## config.mk

```make
export PLATFORM = sky130hd
export DESIGN_NAME = br_dump
export DESIGN_NICKNAME = d
export VERILOG_FILES = /design/src/rtl/br_dump_pkg.sv /design/src/rtl/br_dump.sv
export SDC_FILE = /design/constraint.sdc
export NUM_CORES = 1
export LEC_CHECK = 0
export ABC_AREA = 1
export CAP_MARGIN = 20
export CORE_MARGIN = 5
export CORE_UTILIZATION = 40
export DETAILED_ROUTE_END_ITERATION = 6
export MAX_ROUTING_LAYER = met4
export PLACE_DENSITY_LB_ADDON = 0.2
export SETUP_SLACK_MARGIN = 0.1
export SLEW_MARGIN = 20
export SYNTH_ARGS = -nofsm -noshare
export SYNTH_HDL_FRONTEND = slang
export SYNTH_SLANG_ARGS = --single-unit
```

## constraint.sdc

```tcl
create_clock -name clk -period 1.9 [get_ports clk]
set_input_delay 0.475 -clock clk [delete_from_list [all_inputs] [get_ports clk]]
set_output_delay 0.475 -clock clk [all_outputs]
set_load 0.01 [all_outputs]
```

## src/rtl/br_dump_pkg.sv

```systemverilog
// Shared datapath constants and FSM encoding for the register-dump block
// and the register file it reads from.
package br_dump_pkg;

  localparam int NREGS = 32;
  localparam int IDXW  = 5;
  localparam int DATAW = 32;

  typedef enum logic [1:0] {
    IDLE = 2'd0,
    READ = 2'd1,
    SEND = 2'd2,
    DONE = 2'd3
  } dump_state_t;

endpackage

```

## src/rtl/br_dump.sv

```systemverilog
// Streams a contiguous range of register-file entries out over a
// valid/ready port, one word per two cycles when the consumer keeps up.
module br_dump
  import br_dump_pkg::*;
(
  input  logic             clk,
  input  logic             rst_n,
  input  logic             start,
  input  logic             abort,
  input  logic [IDXW-1:0]  first,
  input  logic [IDXW-1:0]  last,
  output logic [IDXW-1:0]  a,
  input  logic [DATAW-1:0] rd,
  output logic             out_valid,
  input  logic             out_ready,
  output logic [DATAW-1:0] out_data,
  output logic [IDXW-1:0]  out_idx,
  output logic             out_last,
  output logic             busy,
  output logic             done
);

  dump_state_t     state_q, state_d;
  logic [IDXW-1:0] idx_q;
  logic [IDXW-1:0] last_q;

  always_ff @(posedge clk or negedge rst_n) begin
    if (!rst_n) begin
      state_q <= IDLE;
    end else begin
      state_q <= state_d;
    end
  end

  // Abort always beats whatever else the current state would do, including
  // a simultaneous start in IDLE and a pending transfer in SEND.
  always_comb begin
    state_d   = state_q;
    a         = '0;
    out_valid = 1'b0;
    busy      = 1'b1;
    done      = 1'b0;
    case (state_q)
      IDLE: begin
        busy = 1'b0;
        if (start && !abort) begin
          state_d = (first <= last) ? READ : DONE;
        end
      end
      READ: begin
        a       = idx_q;
        state_d = abort ? DONE : SEND;
      end
      SEND: begin
        out_valid = 1'b1;
        if (abort) begin
          state_d = DONE;
        end else if (out_ready) begin
          state_d = out_last ? DONE : READ;
        end
      end
      DONE: begin
        done    = 1'b1;
        state_d = IDLE;
      end
      default: state_d = IDLE;
    endcase
  end

  // idx only advances on a non-final transfer, so it stops at last and can
  // never wrap even for the full 0..31 range.
  always_ff @(posedge clk or negedge rst_n) begin
    if (!rst_n) begin
      idx_q    <= '0;
      last_q   <= '0;
      out_data <= '0;
      out_idx  <= '0;
      out_last <= 1'b0;
    end else begin
      case (state_q)
        IDLE: begin
          if (start && !abort) begin
            idx_q  <= first;
            last_q <= last;
          end
        end
        READ: begin
          if (!abort) begin
            out_data <= rd;
            out_idx  <= idx_q;
            out_last <= (idx_q == last_q);
          end
        end
        SEND: begin
          if (!abort && out_ready && !out_last) begin
            idx_q <= idx_q + 5'd1;
          end
        end
        default: ;
      endcase
    end
  end

endmodule

```

* Word-level counts from Yosys, hierarchy flattened
Index checks and enable logic that the tools add are counted.
** Storage, ports and cells
- Flip-flop bits (word level) :: 50
- Latch bits :: 0
- Memory bits (writable) :: 0
- ROM bits :: 0
- Input bits :: 47
- Word-level logic and storage cells :: 41
- Memories :: 0
** Operators by class
- $add $sub $neg :: 1
- Multipliers :: 0
- Divide/modulo/power cells :: 0
- Magnitude comparators :: 1
- Equality and inequality tests :: 7
- Shift-type cells :: 0
- Multiplexer cells :: 14
- Bitwise operators :: 1
- Reductions and logical operators :: 11
** Operator list (count)
- 5-bit two-way mux :: 3
- 2-bit two-way mux :: 5
- 5-bit case mux with 2 select lines :: 1
- 2-bit case mux with 4 select lines :: 1
- 2-bit AND reduction :: 3
- 5-bit by 1-bit adder with 5-bit output, second input constant :: 1
- 5-bit equality test :: 1
- 5-bit <= comparator :: 1
- 2-bit equality test, second input constant :: 2
- 1-bit two-way mux :: 4
- 2-bit inequality test, second input constant :: 2
- 1-bit logical AND :: 3
- 3-bit inequality test, second input constant :: 1
- 3-bit AND reduction :: 1
- 2-bit by 1-bit equality test with 1-bit output, second input constant :: 1
- 1-bit zero test :: 2
- 2-bit zero test :: 1
- 2-bit nonzero test :: 1
- 1-bit inverter :: 1

* Depth between registers and ports, before layout
Gate-level depths: netlist of the first run.
- Depth after elaboration :: 5
- Mapped depth :: 10
- Mapped depth without buffers :: 10

* Worst setup path before layout of the first run
No wires, ideal clock.
- Path kind :: input to register
- Start point :: input last[4]
- End point :: register state_q[1]
- Library setup time :: 117 ps
- Arrival time :: 1204 ps
- Required time :: 1783 ps
- Path slack :: 580 ps
- Stages :: 9
- Path buffers :: 0
- Cells stage by stage :: inv_1 -> ha_1 -> nand2_1 -> nor2_1 -> a21oi_1 -> nand2_1 -> nand2_1 -> nand2_1 -> nand2_1
** Between the ends
- Cells in the longest elaborated chain, start to end :: 4
** Ends and longest elaborated chain
- from (decl) :: line br_dump.sv:11 : input logic [IDXW-1:0] last,
- 5-bit <= comparator :: line br_dump.sv:47 : state_d = (first <= last) ? READ : DONE;
- 2-bit two-way mux :: line br_dump.sv:47
- 2-bit two-way mux :: line br_dump.sv:46 : if (start && !abort) begin
- 2-bit case mux with 4 select lines :: line br_dump.sv:43 : case (state_q)
- to (signal assigned) :: line br_dump.sv:31 : state_q <= state_d;
- to (decl) :: line br_dump.sv:23 : dump_state_t state_q, state_d;
Every way passes these cells. The select of a mux whose other input is x is not followed.
A chain may end at the register's enable or synchronous reset.

* Final worst setup path of the first run
- Start point :: register out_last
- End point :: output out_last
** RTL lines
- from (decl) :: line br_dump.sv:18 : output logic out_last,
- from (signal assigned) :: line br_dump.sv:91 : out_last <= (idx_q == last_q);
No word-level cell between the ends.

==> metrics, run 1 <==
first-pass GRT wire length 9530 um; Fin Setup TNS 0 ns; LEAKAGE roughly 1.7 nW; Syn Inst Count around 270; top cells by area, synth dfrtp_1 (55%), nand2_1 (21%), ha_1 (3.3%); Setup Crit Path Kind flip-flop to primary output; worst hold path type primary input to async pin; Worst setup SP type flip-flop; hold-fix buffers at CTS 0; Synth Area in Adders 0.0331; Flop pwr share 0.373; Area growth syn-to-layout 50.4%; share of the synthesized area in the top cell type 0.552; row count 27; 1st-iter DRT viols 80; post-route cell area ~3400 um^2; register area share after synthesis 0.552; clk sinks 50; VDD IR max about 640 uV; CP bufs+invs 1; Yosys cell types 22; switching part of the total 0.368; chip height ~85 um; vias per cell 4.57; GR Util All Layers 0.168; Mapped Area ~2300 um^2; Worst-Margin Slew 0.419 ns; Seq cells post-synth 50; final WL about 5600 um; placed cells between 400 and 500; final period utilization 0.896; number of global-route vias before repair around 2000; worst path arrival time ~1.2 ns; post-synth top area cell dfrtp_1; Hold Worst Slack 0.0969 ns; Max-slew headroom 0.721; Max clock buf depth 2; grt ovf 0; Clock power frac 0.145; P_int roughly 3.2 mW; complex-gate fraction of the synthesized area 0.0519; DRC errors left 0; RSZ-0062 raised after global routing false; Fin Clk Skew between 0.002 and 0.003 ns; crit path max fanout 3; Max-Cap Viols 0; Hold Fails Final Rpt 0; Finish-stage setup viols 0; Ys Warns 0; initial core utilization 0.412; Place WS roughly 0.016 ns; CTS tree built; CP max stage delay 0.56 ns; total CTS buffers 5; Tot Pwr slightly above 5 mW; Sw Pwr roughly 1.9 mW; Final Non-Filler Cells ~450; die area about 7300 um^2; final net count 426; largest family of logic cells by synthesized area simple AND/OR/NAND/NOR gates; f_max slightly below 600 MHz; status finished clean; CP endpoint kind primary output; Die X ~85 um; kind of cell adding the most delay to the critical path buffers and inverters; max-slew violations 0; WL per Instance between 10 and 15 um; Reg clk slew, reported paths around 0.09 ns; crit path cell chain clkdlybuf4s50_1; Core Util, Final 0.619; Mapped Nets roughly 330; Port Buffers 92; Detail Placement HPWL approximately 4300 um; syn avg cell area between 8 and 9 um^2; ANT cells 0; DR pass1 iterations 4; layout cells sized above 1 0.0963; Placer Congestion ~0.85; Core ar. around 5500 um^2; Antenna Violating Nets Remaining 0; Tmin final 1.70 ns; Final WS setup 0.197 ns; H-tree levels 2; pwr dens between 1000 and 1500 nW/um^2; dpl cell area between 3000 and 4000 um^2; largest net degree at the start of global routing 34; combinational share of power 0.482; Root Driver clkbuf_8; post-synthesis mux area share 0.00497; Post-Synth Simple-Gate Area 0.289; io pins between 90 and 100; Post-Synth XOR/XNOR Area 0.0193; clock latency on the worst-skew pair around 0.30 ns; CP max stage cell clkdlybuf4s50_1; initial antenna violation count 0; r2r setup slk roughly 0.58 ns; CP required roughly 1.4 ns; vias around 2000
==> per-layer routing <==
layer  GRT usage  vias up  part of all wire
met5           -        -                 0
met4      0.0547        0            0.0091
met3      0.0476        4             0.076
met2       0.263       75              0.46
met1       0.210      916              0.45
li1            -     1043                 -
==> area by class of cell <==
| type | count | area [um^2] |
|---|---|---|
| clock inverters | 2 | 37.5 |
| inverters | 19 | 71.3 |
| clock buffers | 6 | 72.6 |
| fillers | 489 | 2100 |
| multi-input cells | 197 | 918 |
| well taps | 72 | 90.1 |
| repair buffers | 100 | 968 |
| flip-flops and latches | 50 | 1250 |
==> layout by cell type, fill, tap and decap left out, types with 6 or more instances in the layout <==
master and instances:
o21ai_0 10, nand2_1 129, inv_1 16, nand3_1 7, ha_1 6, clkbuf_2 6, nor2_1 17, buf_4 6
clkdlybuf4s50_1 83, dfrtp_1 49
==> what timing repair did <==
item	4_1_cts	5_1_grt
endpoints found under the setup margin	8	6
gates resized for setup	12	13
pin swaps	1	0
setup buffers	2	0
==> cells in the mapped netlist (all sizes together) <==
| cell | instances |
|---|---|
| o21ai | 15 |
| xnor2 | 1 |
| inv | 19 |
| nand2 | 132 |
| a31oi | 2 |
| dfrtp | 50 |
| or2 | 2 |
| ha | 6 |
| buf | 7 |
| mux2 | 1 |
| a21oi | 3 |
| nand4 | 1 |
| xor2 | 4 |
| nor2 | 21 |
| o21a | 2 |
| nand3 | 7 |
==> flip-flops by register name, summed over array words and instances (netlist names) <==
signal    flops
last_q        5
idx_q         5
state_q       2
out_data     32
out_idx       5
out_last      1
==> final timing paths <==
kind / from / to / cells past startpoint
max: out_last / out_last / 1
min: rst_n / out_data[7] / 1
max reg2reg: state_q[0] / idx_q[2] / 6
min reg2reg: out_data[10] / out_data[10] / 2
max in group asynchronous: rst_n / idx_q[4] / 2
min in group clk: out_data[10] / out_data[10] / 2
==> logic make-up after synthesis <==
| logic type | Yosys count |
|---|---|
| flip-flops | 50 |
| buffers and inverters | 26 |
| multiplexers | 1 |
| adder cells (fa/ha/maj) | 6 |
| AO/OA/AOI/OAI | 22 |
| XOR/XNOR | 5 |
| AND/OR/NAND/NOR | 163 |
==> power by group through the flow <==
stage | registers, mW | clock network, mW | logic, mW
2_1_floorplan | 2.05 | 0 | 1.01
3_3_place_gp | 1.88 | 0 | 2.44
3_5_place_dp | 1.91 | 0 | 2.48
4_1_cts | 1.89 | 0.756 | 2.50
5_1_grt | 1.96 | 0.805 | 2.73
6_report | 1.89 | 0.735 | 2.45
No activity file was read; power rests on OpenSTA's default activity.
==> run 2: changes to the inputs <==
CORE_ASPECT_RATIO = 1.2   (was default)
CTS_BUF_LIST = sky130_fd_sc_hd__clkbuf_8   (was default)
==> metrics, run 2 (synthesis results as in run 1) <==
status finished clean; initial core utilization 0.405 (-0.00636); CP required 1.42 ns (about the same); chip height 92.5 um (+8.4%); Setup Crit Path Kind flip-flop to primary output; grt ovf 0 (unchanged); CP max stage cell clkdlybuf4s50_1; GR Layer Usage met1 0.196 (-0.0144); Reg clk slew, reported paths 0.09 ns (about the same); DRC errors left 0 (unchanged); Worst R2R Path Depth 6 (unchanged); die area 7280 um^2 (about the same); DR pass1 iterations 4 (unchanged); number of global-route vias before repair 1974 (-0.25%); most frequent cells in the layout nand2_1 (129), clkdlybuf4s50_1 (83), dfrtp_1 (49), nor2_1 (18), inv_1 (16); switching part of the total 0.377 (+0.00824); Max-Cap Viols 0 (unchanged); leading cell type in the layout, fill and taps excluded nand2_1; RSZ-0062 raised after global routing false; Layout fillers 521 (+6.5%); worst r2r src state_q[0]; row count 30 (+11%); Flop pwr share 0.382 (+0.009); CP max stage delay 0.56 ns (about the same); Detail Placement HPWL 4240 um (-0.35%); Antenna Violating Nets Remaining 0 (unchanged); r2r setup slk 0.34 ns (-0.24 ns); worst hold path type primary input to async pin; vias 2018 (-0.98%); crit path max fanout 3 (unchanged); CP bufs+invs 1 (unchanged); vias per cell 4.62 (+1.1%); crit path cell chain clkdlybuf4s50_1; Max-slew headroom 0.538 (-0.183); WL per Instance 12.8 um (+1.6%); pwr dens 1470 nW/um^2 (-1.3%); met3 Use GR 0.0370 (-0.0106); Port Buffers 92 (unchanged); Fin Clk Skew 0.00380 ns (+0.00118 ns); Core ar. 5590 um^2 (+1.6%); Worst-Margin Slew 0.691 ns (+0.273 ns); GR Util All Layers 0.166 (-0.00231); Worst setup SP type flip-flop; Root Driver clkbuf_8; clk sinks 50 (unchanged); Hold Fails Final Rpt 0 (unchanged); 1st-iter DRT viols 78 (-2.5%); CTS tree built; Core Util, Final 0.604 (-0.0156); P_int 3.09 mW (-3.6%); kind of cell adding the most delay to the critical path buffers and inverters; H-tree levels 2 (unchanged); most flop-heavy register out_data; final WL 5590 um (-0.46%); max-slew violations 0 (unchanged); GRT Max-Usage Layer met2; Area growth syn-to-layout 49.0%; Placer Congestion 0.814 (-4.0%); Max clock buf depth 2 (unchanged); io pins 93 (unchanged); worst path arrival time 1.26 ns (+0.03 ns); f_max 578 MHz (-1.6%); largest net degree at the start of global routing 44 (+29%); initial antenna violation count 0 (unchanged); VDD IR max 770 uV (+20%); clock latency on the worst-skew pair 0.30 ns (about the same); met2 Resource Use GR 0.274 (+0.0114); Clock power frac 0.129 (-0.016); final net count 425 (-0.23%); Tmin final 1.73 ns (+0.0272 ns); R2R Path End out_idx[4]; first-pass GRT wire length 9290 um (-2.5%); LEAKAGE 1.69 nW (-0.75%); Hold Worst Slack 0.102 ns (+0.00505 ns); final period utilization 0.911 (+0.0143); layout cells sized above 1 0.0912 (-0.00510); CP endpoint kind primary output; Die X 78.7 um (-7.7%); combinational share of power 0.489 (+0.007); total CTS buffers 5 (unchanged); Sw Pwr 1.87 mW (-0.11%); Finish-stage setup viols 0 (unchanged); max FFs per register 32 (unchanged); Fin Setup TNS 0 ns (unchanged); ANT cells 0 (unchanged)
-- run 2: changes by cell type in the layout (fill, tap and decap cells not counted), sizes merged --
| cell | before | now |
|---|---|---|
| bufinv | 1 | 0 |
| buf | 9 | 8 |
| clkbuf | 12 | 11 |
| clkinv | 0 | 1 |
| dlygate4sd2 | 2 | 3 |
-- run 2: through the flow --
| stage | instances | total power, mW | area [um^2] | setup slack [ns] |
|---|---|---|---|---|
| 2_1_floorplan | 273 | 3.06 | 2270 | 0.580 |
| 3_3_place_gp | 428 | 4.31 | 3280 | -0.00653 |
| 3_5_place_dp | 428 | 4.37 | 3280 | -0.0755 |
| 4_1_cts | 437 | 5.00 | 3380 | 0.0493 |
| 5_1_grt | 437 | 5.38 | 3380 | 0.104 |
| 6_report | 437 | 4.96 | 3380 | 0.169 |
-- run 2: area by class of cell --
cell class | count | area, um^2 | share of cell area
Sequential cell | 50 | 1250 | 0.371
Timing Repair Buffer | 99 | 956 | 0.283
Multi-Input combinational cell | 197 | 920 | 0.272
Clock buffer | 6 | 82.6 | 0.0245
Tap cell | 64 | 80.1 | 0.0237
Inverter | 19 | 73.8 | 0.0219
Clock inverter | 2 | 12.5 | 0.00371
-- run 2: worst max-delay path by stage --
stage | cells after the start | to | slack, ns | startpoint
after floorplan | 9 | state_q[1] | 0.58 | last[4]
after global placement | 5 | out_idx[1] | -0.007 | abort
after CTS | 4 | a[0] | 0.05 | state_q[0]
final | 1 | out_last | 0.17 | out_last
after global routing | 3 | busy | 0.10 | state_q[0]
after detailed placement | 5 | out_idx[2] | -0.08 | abort
-- run 2: per-layer routing --
metal	vias to the layer above	wire length, um	share of wire
met3	9	349	0.062
met1	904	2400	0.43
met5	-	0	0
met4	0	133	0.024
li1	1041	-	-
met2	64	2710	0.48
-- run 2: repair_timing --
item	in CTS	in global routing
setup buffers	1	0
gates resized for setup	10	14
hold buffers	0	0
setup endpoints to repair	8	6
-- run 2: power groups by stage --
stage	combinational, mW	sequential, mW	clock (mW)
6_report	2.42	1.90	0.640
3_3_place_gp	2.41	1.90	0
2_1_floorplan	1.01	2.05	0
4_1_cts	2.45	1.89	0.666
3_5_place_dp	2.46	1.91	0
5_1_grt	2.70	1.96	0.713
==> run 3: changes to the inputs <==
CELL_PAD_IN_SITES_DETAIL_PLACEMENT = 1   (was default)
CELL_PAD_IN_SITES_GLOBAL_PLACEMENT = 1   (was default)
CORE_UTILIZATION = 34   (was 40)
PLACE_DENSITY = 0.92   (was default)
PLACE_DENSITY_LB_ADDON = default   (was 0.2)
==> metrics, run 3 (synthesis results as in run 1) <==
status finished clean; first-pass GRT wire length 11200 um (+21%); row count 32 (+6.7%); pwr dens 1470 nW/um^2 (about the same); Worst setup SP type flip-flop; Detail Placement HPWL 5200 um (+23%); WL per Instance 14.7 um (+15%); GR Util All Layers 0.172 (+0.00588); initial antenna violation count 0 (unchanged); H-tree levels 2 (unchanged); max-slew violations 0 (unchanged); final WL 6760 um (+21%); clk sinks 50 (unchanged); vias per cell 4.64 (+0.38%); Fin Clk Skew 0.00959 ns (+0.00579 ns); hold-fix buffers at CTS 0 (unchanged); worst hold path type primary input to async pin; Antenna Violating Nets Remaining 0 (unchanged); Core ar. 6450 um^2 (+15%); Layout fillers 780 (+50%); f_max 553 MHz (-4.3%); number of global-route vias before repair 2298 (+16%); leading cell type in the layout, fill and taps excluded nand2_1; Tmin final 1.81 ns (+0.0775 ns); worst path arrival time 1.33 ns (+0.07 ns); VDD IR max 727 uV (-5.6%); crit path max fanout 6 (+3); Max-Cap Viols 0 (unchanged); Setup Crit Path Kind flip-flop to primary output; Placer Congestion 0.817 (+0.39%); Tot Pwr 5.06 mW (+2.2%); grt ovf 0 (unchanged); final net count 429 (+0.94%); placed cells 451 (+5.4%); ANT cells 0 (unchanged); DR pass1 iterations 2 (-2); Max clock buf depth 2 (unchanged); chip height 99.5 um (+7.5%); Finish-stage setup viols 0 (unchanged); most flop-heavy register out_data; CP endpoint kind primary output; most frequent cells in the layout nand2_1 (129), clkdlybuf4s50_1 (83), dfrtp_1 (49), inv_1 (18), nor2_1 (16); Worst-Margin Slew 0.492 ns (-0.200 ns); 1st-iter DRT viols 42 (-46%); Area growth syn-to-layout 52.0%; clock latency on the worst-skew pair 0.29 ns (about the same); Die X 84.5 um (+7.4%); RSZ-0062 raised after global routing true; CTS tree built; layout cells sized above 1 0.0957 (+0.00459); vias 2137 (+5.9%); max FFs per register 32 (unchanged); Root Driver clkbuf_8; largest net degree at the start of global routing 44 (unchanged); Final Non-Filler Cells 461 (+5.5%); Fin Setup TNS 0 ns (unchanged); io pins 93 (unchanged); register area 1250 um^2 (unchanged); total CTS buffers 5 (unchanged); multi-input logic area 926 um^2 (+0.68%); Port Buffers 92 (unchanged); CP required 1.42 ns (about the same); initial core utilization 0.352 (-0.0537); final period utilization 0.952 (+0.0408); die area 8410 um^2 (+15%); DRC errors left 0 (unchanged); LEAKAGE 1.71 nW (+1.3%); Hold Fails Final Rpt 0 (unchanged); Reg clk slew, reported paths 0.09 ns (about the same); Max-slew headroom 0.672 (+0.134)
==> run 3: cell count changes in the layout (fill, tap and decap cells not counted), sizes merged <==
cell           before  now
buf                 8   12
clkbuf             11    7
clkdlybuf4s15       0    5
clkinv              1    0
clkinvlp            1    0
dlygate4sd2         3    1
inv                19   21
==> run 3: worst paths after layout <==
path                                   start  slack, ns            to  cells after the start
worst min-delay path                   rst_n       0.13   out_data[1]                      1
worst max register to register    state_q[1]       0.32      idx_q[4]                      9
min in group clk                out_data[15]       0.47  out_data[15]                      2
max in group asynchronous              rst_n       1.22    out_idx[3]                      2
worst min register to register  out_data[15]       0.47  out_data[15]                      2
worst max-delay path              state_q[1]       0.09          a[1]                      4
==> run 3: what timing repair did <==
action,in CTS,in global routing
gates resized for setup,15,11
setup buffers,2,1
endpoints found under the setup margin,8,7
==> run 3: area by class of cell <==
| cell class | instances | area share |
|---|---|---|
| Timing Repair Buffer | 103 | 0.294 |
| Clock buffer | 5 | 0.0200 |
| Multi-Input combinational cell | 197 | 0.269 |
| Inverter | 19 | 0.0207 |
| Tap cell | 85 | 0.0309 |
| Clock inverter | 2 | 0.00218 |
| Sequential cell | 50 | 0.363 |
==> run 3: report_power, final <==
group	total [mW]	internal, mW	switching, mW
Combinational	2.59	1.31	1.28
Sequential	1.90	1.56	0.342
Clock	0.565	0.244	0.321
==> run 3: per-stage QoR <==
stage / hold slack (ns) / utilization / area (um^2) / worst slack [ns]
2_1_floorplan: 0.179 / - / 2270 / 0.580
3_3_place_gp: 0.453 / 0.517 / 3330 / 0.0502
3_5_place_dp: 0.459 / 0.517 / 3330 / -0.0671
4_1_cts: 0.136 / 0.531 / 3420 / 0.0610
5_1_grt: 0.153 / 0.535 / 3450 / 0.0525
6_report: 0.130 / 0.535 / 3450 / 0.0919
==> run 3: layer usage <==
layer,vias to the layer above,global-route usage,wire length (um)
met5,-,-,0
met4,0,0.0560,121
met3,10,0.0323,301
met2,61,0.318,3610
met1,1021,0.183,2720
li1,1045,-,-
==> run 3: worst max-delay path, cell delays in order, from the launching register on <==
cell	delay, ns
dfrtp_1	0.46
inv_2	0.12
nand2_4	0.09
nor2_1	0.11
clkdlybuf4s15_1	0.25
